===== config.mk =====
export PLATFORM = sky130hd
export DESIGN_NAME = fifo_reader
export DESIGN_NICKNAME = d
export VERILOG_FILES = /design/src/rtl/fifo_reader.sv
export SDC_FILE = /design/constraint.sdc
export NUM_CORES = 1
export LEC_CHECK = 0
export BUFFER_PORTS_ARGS = -buffer_cell sky130_fd_sc_hd__buf_2
export CAP_MARGIN = 20
export CORE_MARGIN = 3
export CORE_UTILIZATION = 30
export DETAILED_ROUTE_END_ITERATION = 8
export PLACE_DENSITY_LB_ADDON = 0.05
export SLEW_MARGIN = 10
export SYNTH_ARGS = -nofsm -noshare
export SYNTH_HDL_FRONTEND = slang
export SYNTH_SLANG_ARGS = --single-unit

===== constraint.sdc =====
create_clock -name clk -period 3.4 [get_ports clk]
set_input_delay 0.17 -clock clk [delete_from_list [all_inputs] [get_ports clk]]
set_output_delay 0.17 -clock clk [all_outputs]
set_load 0.02 [all_outputs]

===== src/rtl/fifo_reader.sv =====
// -----------------------------------------------------------------------------
// fifo_reader
//
// Burst reader that pulls a programmed number of words out of a synchronous
// FIFO (one-cycle read latency) and delivers them on a valid/ready stream
// through a 2-entry output buffer. Read strobes are throttled so that the
// buffer plus the word in flight can never exceed two entries. This allows
// one word per cycle when downstream is ready.
//
// Optional feature: define FIFO_READER_TIMEOUT_EN to compile in the
// empty-stall watchdog. When it fires, the burst is aborted after delivering
// the words already fetched. The watchdog limit is set by TIMEOUT_CYCLES.
// -----------------------------------------------------------------------------
module fifo_reader #(
    parameter int DATA_WIDTH     = 32,
    parameter int LEN_WIDTH      = 8,
    parameter int TIMEOUT_CYCLES = 64
) (
    input  logic                  clk,
    input  logic                  rst,

    input  logic                  start,
    input  logic [LEN_WIDTH-1:0]  burst_len,
    output logic                  busy,
    output logic                  done,
    output logic                  timeout,
    output logic [LEN_WIDTH-1:0]  remaining,

    output logic                  fifo_cs,
    output logic                  fifo_rd_en,
    input  logic [DATA_WIDTH-1:0] fifo_data_out,
    input  logic                  fifo_empty,

    output logic                  m_valid,
    output logic [DATA_WIDTH-1:0] m_data,
    input  logic                  m_ready
);

    typedef enum logic [1:0] {
        ST_IDLE,
        ST_RUN,
        ST_FLUSH,
        ST_DONE
    } state_e;

    // Control state
    state_e                state_q,     state_d;
    logic [LEN_WIDTH-1:0]  issue_cnt_q, issue_cnt_d;
    logic [LEN_WIDTH-1:0]  remaining_q, remaining_d;
    logic                  timeout_q,   timeout_d;

    // Datapath state: one word in flight from the FIFO plus a 2-entry buffer
    logic                  inflight_q,  inflight_d;
    logic [DATA_WIDTH-1:0] buf_q [2];
    logic [DATA_WIDTH-1:0] buf_d [2];
    logic                  wr_ptr_q,    wr_ptr_d;
    logic                  rd_ptr_q,    rd_ptr_d;
    logic [1:0]            buf_cnt_q,   buf_cnt_d;

    logic                  strobe;
    logic                  pop;
    logic [2:0]            projected;
    logic                  stall_limit;

    assign pop       = m_valid && m_ready;

    // Occupancy the buffer will have once the current in-flight word lands and
    // the current handshake (if any) retires. A strobe is only allowed while
    // this is below 2, so the word it fetches always has a free slot.
    assign projected = 3'(buf_cnt_q) + 3'(inflight_q) - 3'(pop);

    // Read strobe: only in RUN, with data available, words left to issue and
    // room downstream. Held off while rst is asserted so nothing is popped
    // from the FIFO during a reset cycle.
    assign strobe = (state_q == ST_RUN) && !rst && !fifo_empty &&
                    (issue_cnt_q != '0) && (projected < 3'd2) && !stall_limit;

`ifdef FIFO_READER_TIMEOUT_EN
    localparam int STALL_W = $clog2(TIMEOUT_CYCLES + 1);

    logic [STALL_W-1:0] stall_cnt_q, stall_cnt_d;

    assign stall_limit = (stall_cnt_q == STALL_W'(TIMEOUT_CYCLES));

    // Stall watchdog: counts RUN cycles that want to issue but cannot.
    always_comb begin
        stall_cnt_d = stall_cnt_q;
        if (state_q != ST_RUN || strobe) begin
            stall_cnt_d = '0;
        end else if (issue_cnt_q != '0 && !stall_limit) begin
            stall_cnt_d = stall_cnt_q + STALL_W'(1);
        end
    end

    // Stall watchdog register.
    always_ff @(posedge clk) begin
        if (rst) begin
            stall_cnt_q <= '0;
        end else begin
            stall_cnt_q <= stall_cnt_d;
        end
    end
`else
    assign stall_limit = 1'b0;
`endif

    // Output buffer bookkeeping: land the in-flight word, retire handshakes.
    always_comb begin
        // NOTE: every signal gets a default first so no path leaves it unassigned (no latches).
        buf_d      = buf_q;
        wr_ptr_d   = wr_ptr_q;
        rd_ptr_d   = rd_ptr_q;
        inflight_d = strobe;
        buf_cnt_d  = buf_cnt_q + 2'(inflight_q) - 2'(pop);
        if (inflight_q) begin
            buf_d[wr_ptr_q] = fifo_data_out;
            wr_ptr_d        = ~wr_ptr_q;
        end
        if (pop) begin
            rd_ptr_d = ~rd_ptr_q;
        end
    end

    // FSM next-state and burst counters.
    always_comb begin
        state_d     = state_q;
        issue_cnt_d = issue_cnt_q;
        remaining_d = remaining_q;
        timeout_d   = timeout_q;

        if (pop) begin
            remaining_d = remaining_q - LEN_WIDTH'(1);
        end

        case (state_q)
            ST_IDLE: begin
                if (start) begin
                    issue_cnt_d = burst_len;
                    remaining_d = burst_len;
                    timeout_d   = 1'b0;
                    state_d     = (burst_len == '0) ? ST_DONE : ST_RUN;
                end
            end
            ST_RUN: begin
                if (strobe) begin
                    issue_cnt_d = issue_cnt_q - LEN_WIDTH'(1);
                end
                if (stall_limit) begin
                    timeout_d = 1'b1;
                    state_d   = ST_FLUSH;
                end else if (issue_cnt_d == '0) begin
                    state_d = ST_FLUSH;
                end
            end
            ST_FLUSH: begin
                if (!inflight_q && buf_cnt_q == 2'd0) begin
                    state_d = ST_DONE;
                end
            end
            ST_DONE: begin
                state_d = ST_IDLE;
            end
            default: begin
                state_d = ST_IDLE;
            end
        endcase
    end

    // State register with synchronous reset; an in-flight word is dropped.
    always_ff @(posedge clk) begin
        // NOTE: sequential state uses non-blocking assignments so every flop samples pre-edge values.
        if (rst) begin
            state_q     <= ST_IDLE;
            issue_cnt_q <= '0;
            remaining_q <= '0;
            timeout_q   <= 1'b0;
            inflight_q  <= 1'b0;
            wr_ptr_q    <= 1'b0;
            rd_ptr_q    <= 1'b0;
            buf_cnt_q   <= 2'd0;
            // NOTE: the 2-entry buffer is reset on purpose because m_data must read 0 out of reset.
            buf_q       <= '{default: '0};
        end else begin
            state_q     <= state_d;
            issue_cnt_q <= issue_cnt_d;
            remaining_q <= remaining_d;
            timeout_q   <= timeout_d;
            inflight_q  <= inflight_d;
            wr_ptr_q    <= wr_ptr_d;
            rd_ptr_q    <= rd_ptr_d;
            buf_cnt_q   <= buf_cnt_d;
            buf_q       <= buf_d;
        end
    end

    // Outputs are pure decodes of registered state plus the strobe.
    assign busy       = (state_q != ST_IDLE);
    assign done       = (state_q == ST_DONE);
    assign timeout    = timeout_q;
    assign remaining  = remaining_q;
    assign fifo_cs    = strobe;
    assign fifo_rd_en = strobe;
    assign m_valid    = (buf_cnt_q != 2'd0);
    assign m_data     = buf_q[rd_ptr_q];

endmodule


==> results.toml, run 1 <==
[sta]
worst_pin_slew_ns = 0.962
rsz0062_at_grt = "no"
timing_hold_violations_final = 0
hold-worst-slack_ns = 0.0748
setup_tns_ns = 0
setup_viol = 0
finalCriticalPeriod_ns = 3.10
skew_ns = 0.00454
maxClockFrequency_ghz = 0.323
slew_headroom_pct = 35.9
period_share_pct = 91.1
slew_viol_final = 0

[placement]
portBuffers = 89
dpl.hpwl_um = 7350
place_inst = 737
routabilityCongestion = 0.886

[critical_path]
cp_max_fo = 8
crit_chain = "o21ai_1 > mux2i_1 > ha_1 > inv_1 > fa_1 > nand4bb_1 > nor2_1 > nand2_1 > inv_1 > buf_2"
critPathRequiredTime_ns = 3.23
max_stage_delay_ns = 0.51
path_buf_inv = 3
path_delay_family = "simple AND/OR/NAND/NOR gates"
start_kind = "flop"
path_common_cell = "inv_1"
cp.arrival_ns = 2.93
slowest_stage = "fa_1"
cp-end-kind = "output pin"
crit_type = "reg2out"

[clock_network]
cts_tree = "yes"
clk_latency_ns = 0.34
clk_pin_slew_worst_paths_ns = 0.06
numClockSinks = 87
cts_buffer_depth = 2
numCtsBuffers = 9
post-cts-setup-buffers = 0
ctsHtreeMaxLevel = 3
cts-root-buf = "clkbuf_16"
postCtsHoldBufs = 0
cts_resized = 0

[yosys]
ys_types = 51
ys.flop_type = "dfxtp_1"
synth_edf_count = 0
ys_async_sr_fraction_pct = 0
synth_area_leaders = "dfxtp_1, nand2_1, a21oi_1, mux2_2, clkbuf_1"
yosysSeqAreaShare_pct = 43.2
syn_nets = 556
yosys_warnings = 0
syn_avg_cell_area_sq_um = 8.03
netlist_instances = 502
yosysTopAreaCellShare_pct = 43.2
synth_top_cell_by_area = "dfxtp_1"
ys_seq_elements = 87
syn_area_sq_um = 4030

[layout]
layout.nets = 630
drive_above_1_share_pct = 26.9
final_common_cell = "nand2_1"
layout.cells.non_filler = 753
area_growth_pct = 22.3
diodes = 0
mostFrequentLayoutCells = "nand2_1, buf_2, dfxtp_1"
fill_cells = 1393

[pwr]
cell_internal_pwr_uw = 2200
seqPwrFrac_pct = 38.4
ir_drop_uv = 330
power.density_nw_per_um2 = 685
swShare_pct = 34.8
power_uw = 3380
p_sw_uw = 1180
clockPowerShare_pct = 30.3
power_leakage_uw = 0.00201
p_comb_share_pct = 31.4

[grt]
antenna_found_initial = 0
grtUsageTotal_pct = 15.7
grt-ovfl-total = 0
grt_max_degree = 89
first_global_vias = 3508
grt_first_pass_wirelength_um = 18100

[route]
drcViolationCount = 0
dr.pass1.iters = 4
wl_per_cell_um = 15.0
vias = 3594
avgViaCountPerCell = 4.77
ant_nets = 0
drtIter0Drc = 194
wl_um = 11300

[worst_hold_path]
min_path_type = "in2reg"

[die]
start_util_pct = 31.3
die_area_sq_um = 14900
die_x_um = 122
dieHeight_um = 122
coreArea_sq_um = 12900
io_pins = 91
num_rows = 41

[outcome]
status = "complete, no violations"

[job]
max_cap_viol_count = 0
through the flow:
step / util [%] / area [sq um] / setup slack (ns)
2_1_floorplan: - / 4030 / 0.430
6_report: 38.3 / 4930 / 0.301
3_5_place_dp: 35.9 / 4620 / 0.338
4_1_cts: 38.3 / 4930 / 0.323
3_3_place_gp: 35.9 / 4620 / 0.454
5_1_grt: 38.3 / 4930 / 0.0148
kinds of logic (layout without fill, tap and decap cells):
group / Yosys count / after routing / share of synthesized area [%]
simple gates: 193 / 193 / 20.1
compound gates: 118 / 118 / 17.0
flops: 87 / 87 / 43.2
buf+inv: 51 / 130 / 4.97
mux: 36 / 36 / 10.1
fa+ha+maj: 9 / 9 / 2.98
xor+xnor: 7 / 7 / 1.52
other cells: 1 / 1 / 0.0930
area by class of cell:
cell class	count	area [sq um]	share of cell area, %
inverter	17	63.8	1.29
multi-input combinational	364	2090	42.4
clock inverter	2	37.5	0.761
tap	172	215	4.37
clock buffer	14	274	5.56
timing repair buffer	97	505	10.3
sequential	87	1740	35.4
worst min-delay path, cell delays in order:
cell and delay [ns]:
buf_2 0.10, nand2_1 0.05, a21oi_1 0.05
synthesized netlist by cell type (2+ instances only):
| library cell | number |
|---|---|
| or2_2 | 4 |
| and2_1 | 2 |
| nor4_1 | 4 |
| o31a_2 | 2 |
| o32ai_1 | 2 |
| mux2_2 | 33 |
| a21oi_1 | 77 |
| nand2_1 | 138 |
| mux2i_1 | 2 |
| xor2_1 | 3 |
| a211oi_1 | 7 |
| clkbuf_1 | 29 |
| o21ai_0 | 11 |
| dfxtp_1 | 87 |
| ha_1 | 8 |
| nand2b_1 | 3 |
| a21oi_2 | 2 |
| o31ai_1 | 2 |
| nor2b_1 | 2 |
| buf_1 | 2 |
| nor2_1 | 26 |
| buf_4 | 2 |
| nand4_1 | 3 |
| or3_1 | 2 |
| nand3_1 | 2 |
| inv_1 | 17 |
| xnor2_1 | 4 |
| a311oi_1 | 3 |
metal layers:
layer	global-route usage [%]	vias up	wire, um
li1	-	1841	-
met4	3.99	0	141
met1	19.4	1675	5200
met3	6.36	11	638
met5	0	-	0
met2	25.5	67	5300
worst paths after layout:
check | start | end | slack, ns | cells after the start
worst max-delay path | buf_cnt_q[1] | fifo_rd_en | 0.30 | 10
worst min-delay path | fifo_data_out[19] | buf_q[51] | 0.07 | 3
worst max register to register | buf_cnt_q[1] | state_q[1] | 0.32 | 11
worst min register to register | buf_q[0] | buf_q[0] | 0.45 | 2
power groups by stage:
stage	logic, uW	clock network (uW)	registers (uW)
CTS	1060	1060	1300
global placement	1070	0	1320
detailed placement	1060	0	1320
global route	1170	1110	1320
floorplan	784	0	1260
finish	1060	1020	1300
flip-flops by register name, summed over array words and instances, names as in the netlist:
register     count
issue_cnt_q      8
remaining        8
inflight_q       1
wr_ptr_q         1
buf_cnt_q        2
rd_ptr_q         1
buf_q           64
state_q          2
(Power assumes the default switching activity.)
==> inputs of run 2 (changes only) <==
- CORE_UTILIZATION: 30 -> 45
- clock period: 3.4 -> 3.8 ns (I/O delays scaled with it)
==> run 2 against run 1 <==
  * Count of clock-buffer cells in the layout decreased by 4
  * Critical endpoint unchanged
  * Largest cell class unchanged
  * Total power shrank 18%
  * Critical path depth increased by 1
  * Die area down 32%
  * Register-to-register slack improved by 0.26 ns
  * Non-clock buffer count is 3 lower
  * Final cell count fell by 9.4%
  * Final area down 3.9%
==> results.toml, run 2 (synthesis results as in run 1) <==
[clock_network]
cts_resized = 0
cts_tree = "yes"
cts_buffer_depth = 2
cts-root-buf = "clkbuf_8"
numClockSinks = 87
numCtsBuffers = 9
ctsHtreeMaxLevel = 3
clk_latency_ns = 0.35
post-cts-setup-buffers = 0
clk_pin_slew_worst_paths_ns = 0.09
postCtsHoldBufs = 0

[sta]
period_share_pct = 85.3
finalCriticalPeriod_ns = 3.24
worst_pin_slew_ns = 0.939
rsz0062_at_grt = "no"
slew_headroom_pct = 37.4
skew_ns = 0.00921
layout_setup_ws_ns = 0.558
timing_hold_violations_final = 0
setup_viol = 0
maxClockFrequency_ghz = 0.308
slew_viol_final = 0
setup_tns_ns = 0

[route]
avgViaCountPerCell = 5.31
wl_per_cell_um = 14.9
drcViolationCount = 0
vias = 3622
dr.pass1.iters = 4
wl_um = 10200
drtIter0Drc = 141
ant_nets = 0

[critical_path]
crit_chain = "o21ai_1 > buf_4 > mux2i_1 > ha_1 > inv_1 > fa_1 > nand4bb_1 > nor2_1 > nand2_1 > inv_1 > buf_2"
path_delay_family = "simple AND/OR/NAND/NOR gates"
cp-end-kind = "output pin"
slowest_stage = "fa_1"
path_common_cell = "inv_1"
crit_type = "reg2out"
start_kind = "flop"
cp.arrival_ns = 3.05
path_buf_inv = 4
cp_max_fo = 8
critPathRequiredTime_ns = 3.61
max_stage_delay_ns = 0.50

[die]
io_pins = 91
die_area_sq_um = 10100
die_x_um = 101
start_util_pct = 47.6
num_rows = 33
coreArea_sq_um = 8460
dieHeight_um = 101

[layout]
drive_above_1_share_pct = 26.7
area_growth_pct = 17.5
layout.nets = 627
top_register = "buf_q"
final_common_cell = "nand2_1"
fill_cells = 805
mostFrequentLayoutCells = "nand2_1, buf_2, dfxtp_1"
diodes = 0
largest_register_ffs = 64

[placement]
routabilityCongestion = 0.885
pre_cts_ws_ns = 0.599
dpl.hpwl_um = 6640
portBuffers = 89

[grt]
antenna_found_initial = 0
grt_max_degree = 89
grt_first_pass_wirelength_um = 16600
first_global_vias = 3497
grt-ovfl-total = 0
grtUsageTotal_pct = 20.2

[pwr]
ir_drop_uv = 242
power.density_nw_per_um2 = 585
power_uw = 2770
power_leakage_uw = 0.00196

[worst_hold_path]
min_path_type = "in2reg"

[job]
max_cap_viol_count = 0

[outcome]
status = "complete, no violations"
[run 2: changes by cell type in the layout (fill, tap and decap cells not counted), moves of 2 or more]
| cell | change |
|---|---|
| clkbuf_1 | -2 |
| clkbuf_16 | -9 |
| clkbuf_8 | +7 |
| buf_4 | -3 |
[run 2: per-stage QoR]
step / util (%) / area [sq um] / instances / hold slack [ns]
2_1_floorplan: - / 4030 / 502 / 0.326
3_3_place_gp: 53.4 / 4520 / 667 / 0.439
3_5_place_dp: 53.4 / 4520 / 667 / 0.444
4_1_cts: 56.0 / 4740 / 682 / 0.0612
5_1_grt: 56.0 / 4740 / 682 / 0.0596
6_report: 56.0 / 4740 / 682 / 0.0740
[run 2: path summary, 6_finish.rpt]
check / depth (start not counted) / end / slack [ns] / startpoint
worst max-delay path: 11 / fifo_rd_en / 0.56 / buf_cnt_q[1]
worst min-delay path: 3 / buf_q[51] / 0.07 / fifo_data_out[19]
worst max register to register: 12 / state_q[1] / 0.58 / buf_cnt_q[1]
worst min register to register: 2 / buf_q[54] / 0.45 / buf_q[54]
[run 2: area by class of cell]
| type | instances | area [sq um] | area share, % |
|---|---|---|---|
| Clock inverter | 5 | 81.3 | 1.72 |
| Clock buffer | 10 | 138 | 2.91 |
| Timing Repair Buffer | 94 | 483 | 10.2 |
| Inverter | 17 | 63.8 | 1.35 |
| Sequential cell | 87 | 1740 | 36.8 |
| Multi-Input combinational cell | 364 | 2100 | 44.3 |
| Tap cell | 105 | 131 | 2.77 |
[run 2: tightest hold or removal path: stages]
cell and delay, ns:
buf_2 0.10, nand2_1 0.05, a21oi_1 0.05
[run 2: routing by layer]
layer / global-route usage, % / share of wire (%) / up-vias
met3: 6.44 / 7.6 / 9
met1: 26.6 / 46 / 1679
li1: - / - / 1825
met4: 4.66 / 0.84 / 0
met2: 32.3 / 46 / 109
met5: 0 / 0 / -
[run 2: power breakdown]
group	switching [uW]	internal, uW
registers	103	1010
logic	571	379
clock network	321	386
total	995	1780
